[config.mk]
export PLATFORM = sky130hd
export DESIGN_NAME = display_scanner
export DESIGN_NICKNAME = d
export VERILOG_FILES = /design/src/rtl/display_scanner.sv
export SDC_FILE = /design/constraint.sdc
export NUM_CORES = 1
export LEC_CHECK = 0
export CORE_MARGIN = 2
export CORE_UTILIZATION = 53
export CTS_BUF_LIST = sky130_fd_sc_hd__clkbuf_16
export DETAILED_ROUTE_END_ITERATION = 12
export PLACE_DENSITY = 0.84
export SLEW_MARGIN = 40
export SYNTH_ARGS = -nofsm -noshare
export SYNTH_HDL_FRONTEND = slang
export SYNTH_SLANG_ARGS = --single-unit
[constraint.sdc]
create_clock -name clk -period 2.65 [get_ports clk]
set_input_delay 0.795 -clock clk [delete_from_list [all_inputs] [get_ports clk]]
set_output_delay 0.795 -clock clk [all_outputs]
set_load 0.005 [all_outputs]
[src/rtl/display_scanner.sv]
// Six-digit multiplexed 7-segment scanner with frame-synchronous shadow capture.
// Optional Done-driven blinking is compiled in when DONE_BLINK_EN is defined.
module display_scanner #(
  parameter int SCAN_DIV     = 16,
  parameter int BLINK_FRAMES = 8
) (
  input  logic       clk,
  input  logic       rst,
  input  logic       Done,
  input  logic [6:0] seg7_points_2,
  input  logic [6:0] seg7_points_1,
  input  logic [6:0] seg7_points_0,
  input  logic [6:0] seg7_timer_1,
  input  logic [6:0] seg7_timer_0,
  input  logic [6:0] seg7_level,
  output logic [6:0] seg_out,
  output logic [5:0] an,
  output logic       frame_tick
);

  localparam int DW = (SCAN_DIV > 2) ? $clog2(SCAN_DIV) : 1;
  localparam logic [DW-1:0] LAST_SLOT = DW'(SCAN_DIV - 1);

  logic [DW-1:0] r_div_cnt;
  logic [2:0]    r_dig;
  logic [6:0]    r_sh_level;
  logic [6:0]    r_sh_timer_0;
  logic [6:0]    r_sh_timer_1;
  logic [6:0]    r_sh_points_0;
  logic [6:0]    r_sh_points_1;
  logic [6:0]    r_sh_points_2;
  logic [6:0]    r_seg;
  logic [5:0]    r_an;
  logic          r_frame_tick;

  logic          w_last_slot;
  logic          w_capture;
  logic          w_visible;
  logic [6:0]    w_seg_next;
  logic [5:0]    w_an_next;

  assign w_last_slot = (r_div_cnt == LAST_SLOT);
  assign w_capture   = w_last_slot && (r_dig == 3'd5);

  // Slot and digit counters
  always_ff @(posedge clk) begin
    if (rst) begin
      r_div_cnt <= {DW{1'b0}};
      r_dig     <= 3'd0;
    end else if (w_last_slot) begin
      r_div_cnt <= {DW{1'b0}};
      r_dig     <= (r_dig == 3'd5) ? 3'd0 : r_dig + 3'd1;
    end else begin
      r_div_cnt <= r_div_cnt + {{(DW-1){1'b0}}, 1'b1};
    end
  end

  // Shadow registers load together only at the end of a frame, so a frame never tears
  always_ff @(posedge clk) begin
    if (rst) begin
      r_sh_level    <= 7'd0;
      r_sh_timer_0  <= 7'd0;
      r_sh_timer_1  <= 7'd0;
      r_sh_points_0 <= 7'd0;
      r_sh_points_1 <= 7'd0;
      r_sh_points_2 <= 7'd0;
    end else if (w_capture) begin
      r_sh_level    <= seg7_level;
      r_sh_timer_0  <= seg7_timer_0;
      r_sh_timer_1  <= seg7_timer_1;
      r_sh_points_0 <= seg7_points_0;
      r_sh_points_1 <= seg7_points_1;
      r_sh_points_2 <= seg7_points_2;
    end
  end

`ifdef DONE_BLINK_EN
  localparam logic [7:0] BLINK_LAST = 8'(BLINK_FRAMES - 1);
  logic [7:0] r_blink_cnt;
  logic       r_visible;

  // Blink phase advances once per frame while the game is over
  always_ff @(posedge clk) begin
    if (rst) begin
      r_blink_cnt <= 8'd0;
      r_visible   <= 1'b1;
    end else if (w_capture) begin
      if (!Done) begin
        r_blink_cnt <= 8'd0;
        r_visible   <= 1'b1;
      end else if (r_blink_cnt == BLINK_LAST) begin
        r_blink_cnt <= 8'd0;
        r_visible   <= ~r_visible;
      end else begin
        r_blink_cnt <= r_blink_cnt + 8'd1;
      end
    end
  end

  assign w_visible = r_visible;
`else
  logic w_unused_done;
  assign w_unused_done = Done;
  assign w_visible     = 1'b1;
`endif

  // Next digit drive; slot 0 is blanked to stop ghosting between digits
  always_comb begin
    w_an_next  = 6'b111111;
    w_seg_next = 7'd0;
    if (w_visible && (r_div_cnt != {DW{1'b0}})) begin
      case (r_dig)
        3'd0: begin w_an_next = 6'b111110; w_seg_next = r_sh_level;    end
        3'd1: begin w_an_next = 6'b111101; w_seg_next = r_sh_timer_0;  end
        3'd2: begin w_an_next = 6'b111011; w_seg_next = r_sh_timer_1;  end
        3'd3: begin w_an_next = 6'b110111; w_seg_next = r_sh_points_0; end
        3'd4: begin w_an_next = 6'b101111; w_seg_next = r_sh_points_1; end
        3'd5: begin w_an_next = 6'b011111; w_seg_next = r_sh_points_2; end
        default: begin w_an_next = 6'b111111; w_seg_next = 7'd0; end
      endcase
    end else begin
      w_an_next  = 6'b111111;
      w_seg_next = 7'd0;
    end
  end

  // Output registers
  always_ff @(posedge clk) begin
    if (rst) begin
      r_an         <= 6'b111111;
      r_seg        <= 7'd0;
      r_frame_tick <= 1'b0;
    end else begin
      r_an         <= w_an_next;
      r_seg        <= w_seg_next;
      r_frame_tick <= w_capture;
    end
  end

  assign an         = r_an;
  assign seg_out    = r_seg;
  assign frame_tick = r_frame_tick;

endmodule
# After elaboration in Yosys (flattened, before gate mapping)
# Index checks and enable logic that the tools add are counted.
totals:
  regBits: 63
  in_bits: 45
  out_inout_bits: 14
  elab_cells: 28
op_classes:
  add_sub_neg: 2
  eq_ne: 6
  n_mux: 3
  n_bitwise: 1
  n_reduce_logical: 5
ops:
  columns: ["cell", "count"]
  rows:
  - ["$pmux W7 S6", 1]
  - ["$pmux W6 S6", 1]
  - ["$eq A3 B2 Y1 const B", 2]
  - ["$eq A3 B3 Y1 const B", 2]
  - ["$add A4 B1 Y4 const B", 1]
  - ["$eq A4 B4 Y1 const B", 1]
  - ["$reduce_bool A4 Y1", 1]
  - ["$reduce_or A2 Y1", 2]
  - ["$add A3 B1 Y3 const B", 1]
  - ["$eq A3 B1 Y1 const B", 1]
  - ["$logic_not A3 Y1", 1]
  - ["$mux W3", 1]
  - ["$logic_and A1 B1 Y1", 1]
  - ["$not A1 Y1", 1]

# Longest topological paths before layout
# Gate-level depths: netlist of run 1.
logic_depth:
  word_depth: 3
  depth_mapped: 8
  depth_no_buf: 6

# Worst setup path before layout of run 1
# No wires, ideal clock.
synth_timing:
  path_kind: "register to register"
  start: "reg r_dig[2]"
  end: "reg r_an[1], in the netlist an[1]"
  setup_time_ns: 0.138
  t_arrival_ns: 1.663
  required_time_ns: 2.512
  setup_slack_ns: 0.849
  stages_incl_launch_ff: 7
  n_path_buf: 2
  period_less_slack_ns: 1.801
  cell_sequence: "dfxtp_1 > buf_2 > buf_2 > inv_1 > ha_1 > nor4_1 > nand3_1"
synth_via:
  elab_chain_cells: 2
  elab_cells_between_ends: 7
  cone_classes: "5 x eq/ne; 1 x mux; 1 x reduce/logical"
synth_lines:
  columns: ["element", "line", "source"]
  rows:
  - ["start: declaration", "25", "logic [2:0] r_dig;"]
  - ["start signal: assignment", "52", "r_dig <= (r_dig == 3'd5) ? 3'd0 : r_dig + 3'd1;"]
  - ["$eq A3 B3 Y1, or another cell as far along", "112", "case (r_dig)"]
  - ["$pmux W6 S6 (*)", "112", null]
  - ["end signal: assignment", "134", "r_an <= w_an_next;"]
  - ["end: declaration", "33", "logic [5:0] r_an;"]
# Mark *: on every way between the ends. The rest lies on a longest branch, timed or not.
# A chain may end at the register's enable or synchronous reset.

# Worst setup path in the final report of run 1
layout_timing:
  start: "reg r_dig[0]"
  end: "reg r_sh_points_1[4]"
layout_via:
  elab_chain_cells: 2
layout_lines:
  columns: ["element", "line", "source"]
  rows:
  - ["$eq A3 B3 Y1", "43", "assign w_capture = w_last_slot && (r_dig == 3'd5);"]
  - ["$logic_and A1 B1 Y1", "43", null]
  - ["end signal: assignment", "72", "r_sh_points_1 <= seg7_points_1;"]
  - ["end: declaration", "30", "logic [6:0] r_sh_points_1;"]
# No other way between the ends.

==> flow_metrics.py, run 1 <==
metrics = {
    "sta": {
        "grt_setup_unrepaired": "false",
        "hold_viol": 0,
        "worstMarginPinSlew_ps": 633.3,
        "slew_headroom_pct": 57.50,
        "final_max_slew_viol_count": 0,
        "timing.final.crit_share_pct": 77.64,
        "setup_slack_ps": 592.6,
        "tns_setup_ps": 0,
        "timing.final.crit_period_ps": 2057,
        "worst_clock_skew_ps": 3.993,
        "setup_violations": 0,
        "timing.fmax_mhz": 486.1,
    },
    "routing": {
        "first_pass_iters": 4,
        "top_signal_layer_used": "met4",
        "wl_per_cell_um": 13.99,
        "vias": 2281,
        "detailedRoute.firstIterationViolations": 187,
        "route.met3.wl_um": 326,
        "routed_via_density": 5.550,
        "route.antenna.remaining_nets": 0,
        "detail_route.wirelength.met1_um": 2374,
        "drc": 0,
        "route.met2.wl_um": 2851,
        "wl_um": 5749,
    },
    "clocking": {
        "clock_latency_ps": 320,
        "post_cts_buffers": 0,
        "cts_repair_resize_count": 0,
        "cts_tree": "yes",
        "cts_max_path_buffers": 2,
        "clkSinkCount": 63,
        "tritoncts.num_buffers": 9,
        "ctsHoldBuffers": 0,
        "htreeDepth": 3,
        "clk_pin_slew_worst_paths_ps": 50,
        "root_buffer": "clkbuf_16",
    },
    "yosys": {
        "syn-instance-count": 300,
        "yosysWarnings": 0,
        "syn_avg_cell_area_um2": 8.596,
        "share_of_the_yosys_chip_area_belonging_to_registers_pct": 48.91,
        "syn-cell-area_um2": 2579,
        "yosys.cell_types.count": 35,
        "synth.ff_latch_count": 63,
        "number_of_nets_in_the_synthesized_netlist": 349,
    },
    "hold_path": {
        "worstHoldPathType": "flop to flop",
    },
    "global_routing": {
        "grt_remaining_overflow": 0,
        "grt_pass1_wl_um": 9570,
        "grtUsageTotal_pct": 23.44,
        "grt_start_max_net_pins": 32,
        "number_of_global_route_vias_before_repair": 2122,
        "grt_antenna_before_repair": 0,
    },
    "run": {
        "max_cap_violations": 0,
    },
    "final_layout": {
        "n_fill_cell": 370,
        "layout_cell_share_with_drive_strength_beyond_1_pct": 9.524,
        "layout.cells.most_common": "nand2_1",
        "layout-area-overhead-vs-synth_pct": 30.57,
        "antennaDiodeCount": 0,
        "most-common-layout-cells": "92 x nand2_1, 63 x dfxtp_1, 56 x clkdlybuf4s50_1, 37 x a21oi_1, 11 x a21oi_2",
        "design.final.nets": 402,
        "fin_util_pct": 71.76,
    },
    "placement": {
        "place_congestion": 0.8549,
        "portBuffers": 57,
        "post-dp-hpwl_um": 3954,
        "dp_slack_ps": 635.5,
    },
    "power_and_ir_drop": {
        "cellLeakagePower_uw": 0.001148,
        "irDropWorstVdd_v": 0.0003625,
        "power_density_nw_per_um2": 602.3,
    },
    "floorplan": {
        "fp.dieW_um": 73.76,
        "initial_core_util_pct": 54.96,
        "die_height_um": 73.76,
        "pin_count": 59,
        "dieArea_um2": 5440,
        "core_area_um2": 4692,
        "rows": 25,
    },
    "worst_setup_path": {
        "cp_data_arrival_time_ps": 2250,
        "timing_worst_setup_path_type": "flop to flop",
        "setup.worst_path.end_class": "flop",
        "required_ps": 2840,
        "critical_path.max_fanout": 28,
        "critical_path.startpoint_type": "flop",
    },
    "run_status": {
        "result_of_the_run": "finished clean",
    },
}
[path summary, 6_finish.rpt]
path | slack, ps | startpoint | endpoint | cells past startpoint
worst max-delay path | 590 | r_dig[0] | r_sh_points_1[4] | 5
worst min-delay path | 450 | r_sh_level[6] | r_sh_level[6] | 2
worst min register to register | 450 | r_sh_level[6] | r_sh_level[6] | 2
worst max register to register | 590 | r_dig[0] | r_sh_points_1[4] | 5
[kinds of logic (layout without fill, tap and decap cells)]
kind of cell | Yosys count | count (layout) | synth area share, %
and+or+nand+nor | 127 | 127 | 21.06
muxes | 8 | 8 | 3.396
buffers and inverters | 26 | 83 | 6.550
adders and majority gates | 4 | 4 | 1.941
AOI/OAI and AO/OA | 70 | 70 | 17.47
xor gates and xnor gates | 2 | 2 | 0.6794
DFF | 63 | 63 | 48.91
[Yosys cell counts (all sizes together)]
cell type / instances / share of area, %
nor4: 1 / 0.24
and2: 1 / 0.24
a22oi: 5 / 1.5
nand4b: 2 / 0.68
o21ai: 3 / 0.58
a21oi: 48 / 11
nor3: 2 / 0.39
clkbuf: 6 / 0.87
nand3b: 1 / 0.29
nand2b: 1 / 0.24
and3: 2 / 0.49
a222oi: 2 / 0.78
mux2i: 2 / 0.78
nor3b: 2 / 0.58
inv: 5 / 0.73
nand2: 92 / 13
or4: 1 / 0.29
a22o: 5 / 1.7
dfxtp: 63 / 49
nor2b: 4 / 0.97
a221oi: 1 / 0.34
ha: 4 / 1.9
nor2: 9 / 1.3
a21o: 2 / 0.58
buf: 15 / 4.9
a32o: 1 / 0.39
mux2: 6 / 2.6
a31oi: 3 / 0.73
xnor2: 2 / 0.68
nand3: 9 / 1.9
[worst max-delay path, stage by stage, from the launching register on]
cell     delay (ps)
dfxtp_1         580
nor2b_1         490
nand3_2         410
buf_12          290
nand2_1          90
a21oi_1          60
[power by group]
part | internal, µW | switching (µW)
clock | 604 | 363
combinational | 66.6 | 35.3
sequential | 955 | 4.07
total | 1630 | 402
[state kept, by name, indices dropped and copies added, names as in the netlist]
signal and cells:
r_sh_timer_0 7, an 6, r_dig 3, seg_out 7
r_div_cnt 4, r_sh_points_0 7, r_sh_level 7, r_sh_points_2 7
r_sh_timer_1 7, r_sh_points_1 7, frame_tick 1
[metal layers]
layer  up-vias  track usage, %
met3        19           4.938
met4         0           13.13
li1       1121               -
met5         -               0
met1      1063           28.08
met2        78           38.79
[per-stage QoR]
step / std cells / hold slack, ps / total power [µW] / cell area [µm²]
after detailed placement: 396 / 448.9 / 1079 / 3119
after CTS: 411 / 456.1 / 2036 / 3367
after floorplan: 300 / 432.9 / 1006 / 2579
final: 411 / 450.0 / 2028 / 3367
after global routing: 411 / 472.9 / 2087 / 3367
after global placement: 396 / 440.1 / 1077 / 3119
[final cells by class]
type | count | area [µm²] | area share [%]
Inverter | 5 | 18.77 | 0.5574
Clock inverter | 6 | 22.52 | 0.6689
Sequential cell | 63 | 1261 | 37.46
Clock buffer | 9 | 225.2 | 6.689
Multi-Input combinational cell | 211 | 1149 | 34.11
Timing Repair Buffer | 63 | 623.1 | 18.51
Tap cell | 54 | 67.56 | 2.007
No activity file was read; power rests on OpenSTA's default activity.
==> run 2, diff against run 1 <==
--- a/config.mk
+++ b/config.mk
@@ -6,10 +6,10 @@
 export NUM_CORES = 1
 export LEC_CHECK = 0
 export CORE_MARGIN = 2
-export CORE_UTILIZATION = 53
+export CORE_UTILIZATION = 45
 export CTS_BUF_LIST = sky130_fd_sc_hd__clkbuf_16
 export DETAILED_ROUTE_END_ITERATION = 12
-export PLACE_DENSITY = 0.84
+export PLACE_DENSITY = 0.76
 export SLEW_MARGIN = 40
 export SYNTH_ARGS = -nofsm -noshare
 export SYNTH_HDL_FRONTEND = slang
==> constraint.sdc (replaced) <==
create_clock -name clk -period 1.7 [get_ports clk]
set_input_delay 0.51 -clock clk [delete_from_list [all_inputs] [get_ports clk]]
set_output_delay 0.51 -clock clk [all_outputs]
set_load 0.005 [all_outputs]
==> run 2 against run 1 <==
Against the previous run:
- wire length is 4.4% higher
- design area up 4.5%
- via count fell by 0.35%
- cell count grew 7.5%
==> flow_metrics.py, run 2 (synthesis gave the netlist of run 1 again) <==
metrics = {
    "run_status": {
        "result_of_the_run": "finished clean",
    },
    "routing": {
        "drc": 0,
        "wl_um": 6003,
        "vias": 2273,
        "first_pass_iters": 5,
        "routed_via_density": 5.143,
        "detailedRoute.firstIterationViolations": 180,
        "route.antenna.remaining_nets": 0,
        "wl_per_cell_um": 13.58,
    },
    "worst_setup_path": {
        "timing.critical_path.cells": "clkdlybuf4s50_1",
        "timing_worst_setup_path_type": "flop to output pin",
        "critical-path-top-delay-family": "buffers and inverters",
        "cp_data_arrival_time_ps": 1130,
        "timing.critical_path.slowest_stage_cell": "clkdlybuf4s50_1",
        "required_ps": 1190,
        "worstPathBufferInverterCount": 1,
        "cpPeakStageDelay_ps": 490,
        "critical_path.max_fanout": 1,
        "critical_path.startpoint_type": "flop",
        "setup.worst_path.end_class": "output pin",
    },
    "run": {
        "max_cap_violations": 0,
    },
    "sta": {
        "hold_viol": 0,
        "worst_clock_skew_ps": 4.023,
        "setup_violations": 0,
        "tns_setup_ps": 0,
        "timing.final.crit_period_ps": 1635,
        "grt_setup_unrepaired": "false",
        "setup_slack_ps": 64.95,
        "slew_headroom_pct": 74.12,
        "timing.final.crit_share_pct": 96.18,
        "worstMarginPinSlew_ps": 385.0,
        "timing.fmax_mhz": 611.6,
        "final_max_slew_viol_count": 0,
    },
    "global_routing": {
        "grt_pass1_wl_um": 9887,
        "grt_start_max_net_pins": 24,
        "number_of_global_route_vias_before_repair": 2127,
        "grt_antenna_before_repair": 0,
        "grtUsageTotal_pct": 20.60,
        "grt_remaining_overflow": 0,
    },
    "placement": {
        "place_congestion": 0.8395,
        "portBuffers": 57,
        "dp_slack_ps": 19.98,
        "post-dp-hpwl_um": 4262,
    },
    "clocking": {
        "root_buffer": "clkbuf_16",
        "htreeDepth": 3,
        "cts_max_path_buffers": 2,
        "post_cts_buffers": 0,
        "clkSinkCount": 63,
        "clock_latency_ps": 320,
        "clk_pin_slew_worst_paths_ps": 50,
        "cts_tree": "yes",
        "tritoncts.num_buffers": 9,
    },
    "power_and_ir_drop": {
        "fin_total_pwr_uw": 3219,
        "irDropWorstVdd_v": 0.0005698,
        "cellLeakagePower_uw": 0.001216,
        "power_density_nw_per_um2": 914.7,
    },
    "floorplan": {
        "fp.dieW_um": 79.70,
        "initial_core_util_pct": 46.83,
        "rows": 27,
        "dieArea_um2": 6352,
        "core_area_um2": 5507,
        "die_height_um": 79.70,
        "pin_count": 59,
    },
    "final_layout": {
        "antennaDiodeCount": 0,
        "n_fill_cell": 472,
        "layout.cells.most_common": "nand2_1",
        "most-common-layout-cells": "92 x nand2_1, 63 x dfxtp_1, 56 x clkdlybuf4s50_1, 37 x a21oi_1, 15 x buf_4",
        "layout_cell_share_with_drive_strength_beyond_1_pct": 14.32,
        "layout-area-overhead-vs-synth_pct": 36.49,
        "design.final.nets": 414,
    },
    "hold_path": {
        "worstHoldPathType": "flop to flop",
    },
}
run 2: path summary, 6_finish.rpt:
check,from,end,slack (ps),depth (start not counted)
worst max-delay path,an[2],an[2],60,1
worst min-delay path,r_sh_points_1[1],r_sh_points_1[1],450,2
worst max register to register,r_div_cnt[0],r_sh_timer_0[4],110,6
worst min register to register,r_sh_points_1[1],r_sh_points_1[1],450,2
run 2: layer usage:
layer  track usage (%)  up-vias  wire length, µm  part of all wire (%)
li1                  -     1144                -                     -
met3             4.977       11              314                   5.2
met4             9.655        0              119                   2.0
met5                 0        -                0                     0
met1             25.66     1054             2570                    43
met2             33.45       64             3000                    50
run 2: area by class of cell:
type / instances / area [µm²] / share of cell area, %
flip-flops and latches: 63 / 1261 / 35.83
multi-input cells: 211 / 1161 / 32.99
repair buffers: 75 / 733.2 / 20.83
clock buffers: 9 / 225.2 / 6.399
well taps: 72 / 90.09 / 2.560
clock inverters: 7 / 30.03 / 0.8532
inverters: 5 / 18.77 / 0.5332
run 2: repair_timing:
item / in CTS / in global routing
resized for setup: 1 / 3
setup endpoints to repair: 1 / 18
hold buffers: 0 / 0
pin swaps: 0 / 0
run 2: power by group:
| group | leakage [µW] | switching (µW) | total [µW] | internal (µW) |
|---|---|---|---|---|
| Combinational | 0.000579 | 58.0 | 166 | 108 |
| Clock | 0.000129 | 605 | 1560 | 955 |
| Sequential | 0.000508 | 6.06 | 1490 | 1490 |
run 2: stage by stage:
step	util [%]	hold slack [ps]	instance area, µm²	std cells
floorplan	-	432.9	2591	300
detailed placement	59.10	442.8	3254	426
finish	63.92	453.2	3520	442
global route	63.92	469.3	3520	442
CTS	63.76	449.5	3511	442
global placement	59.10	441.3	3254	426
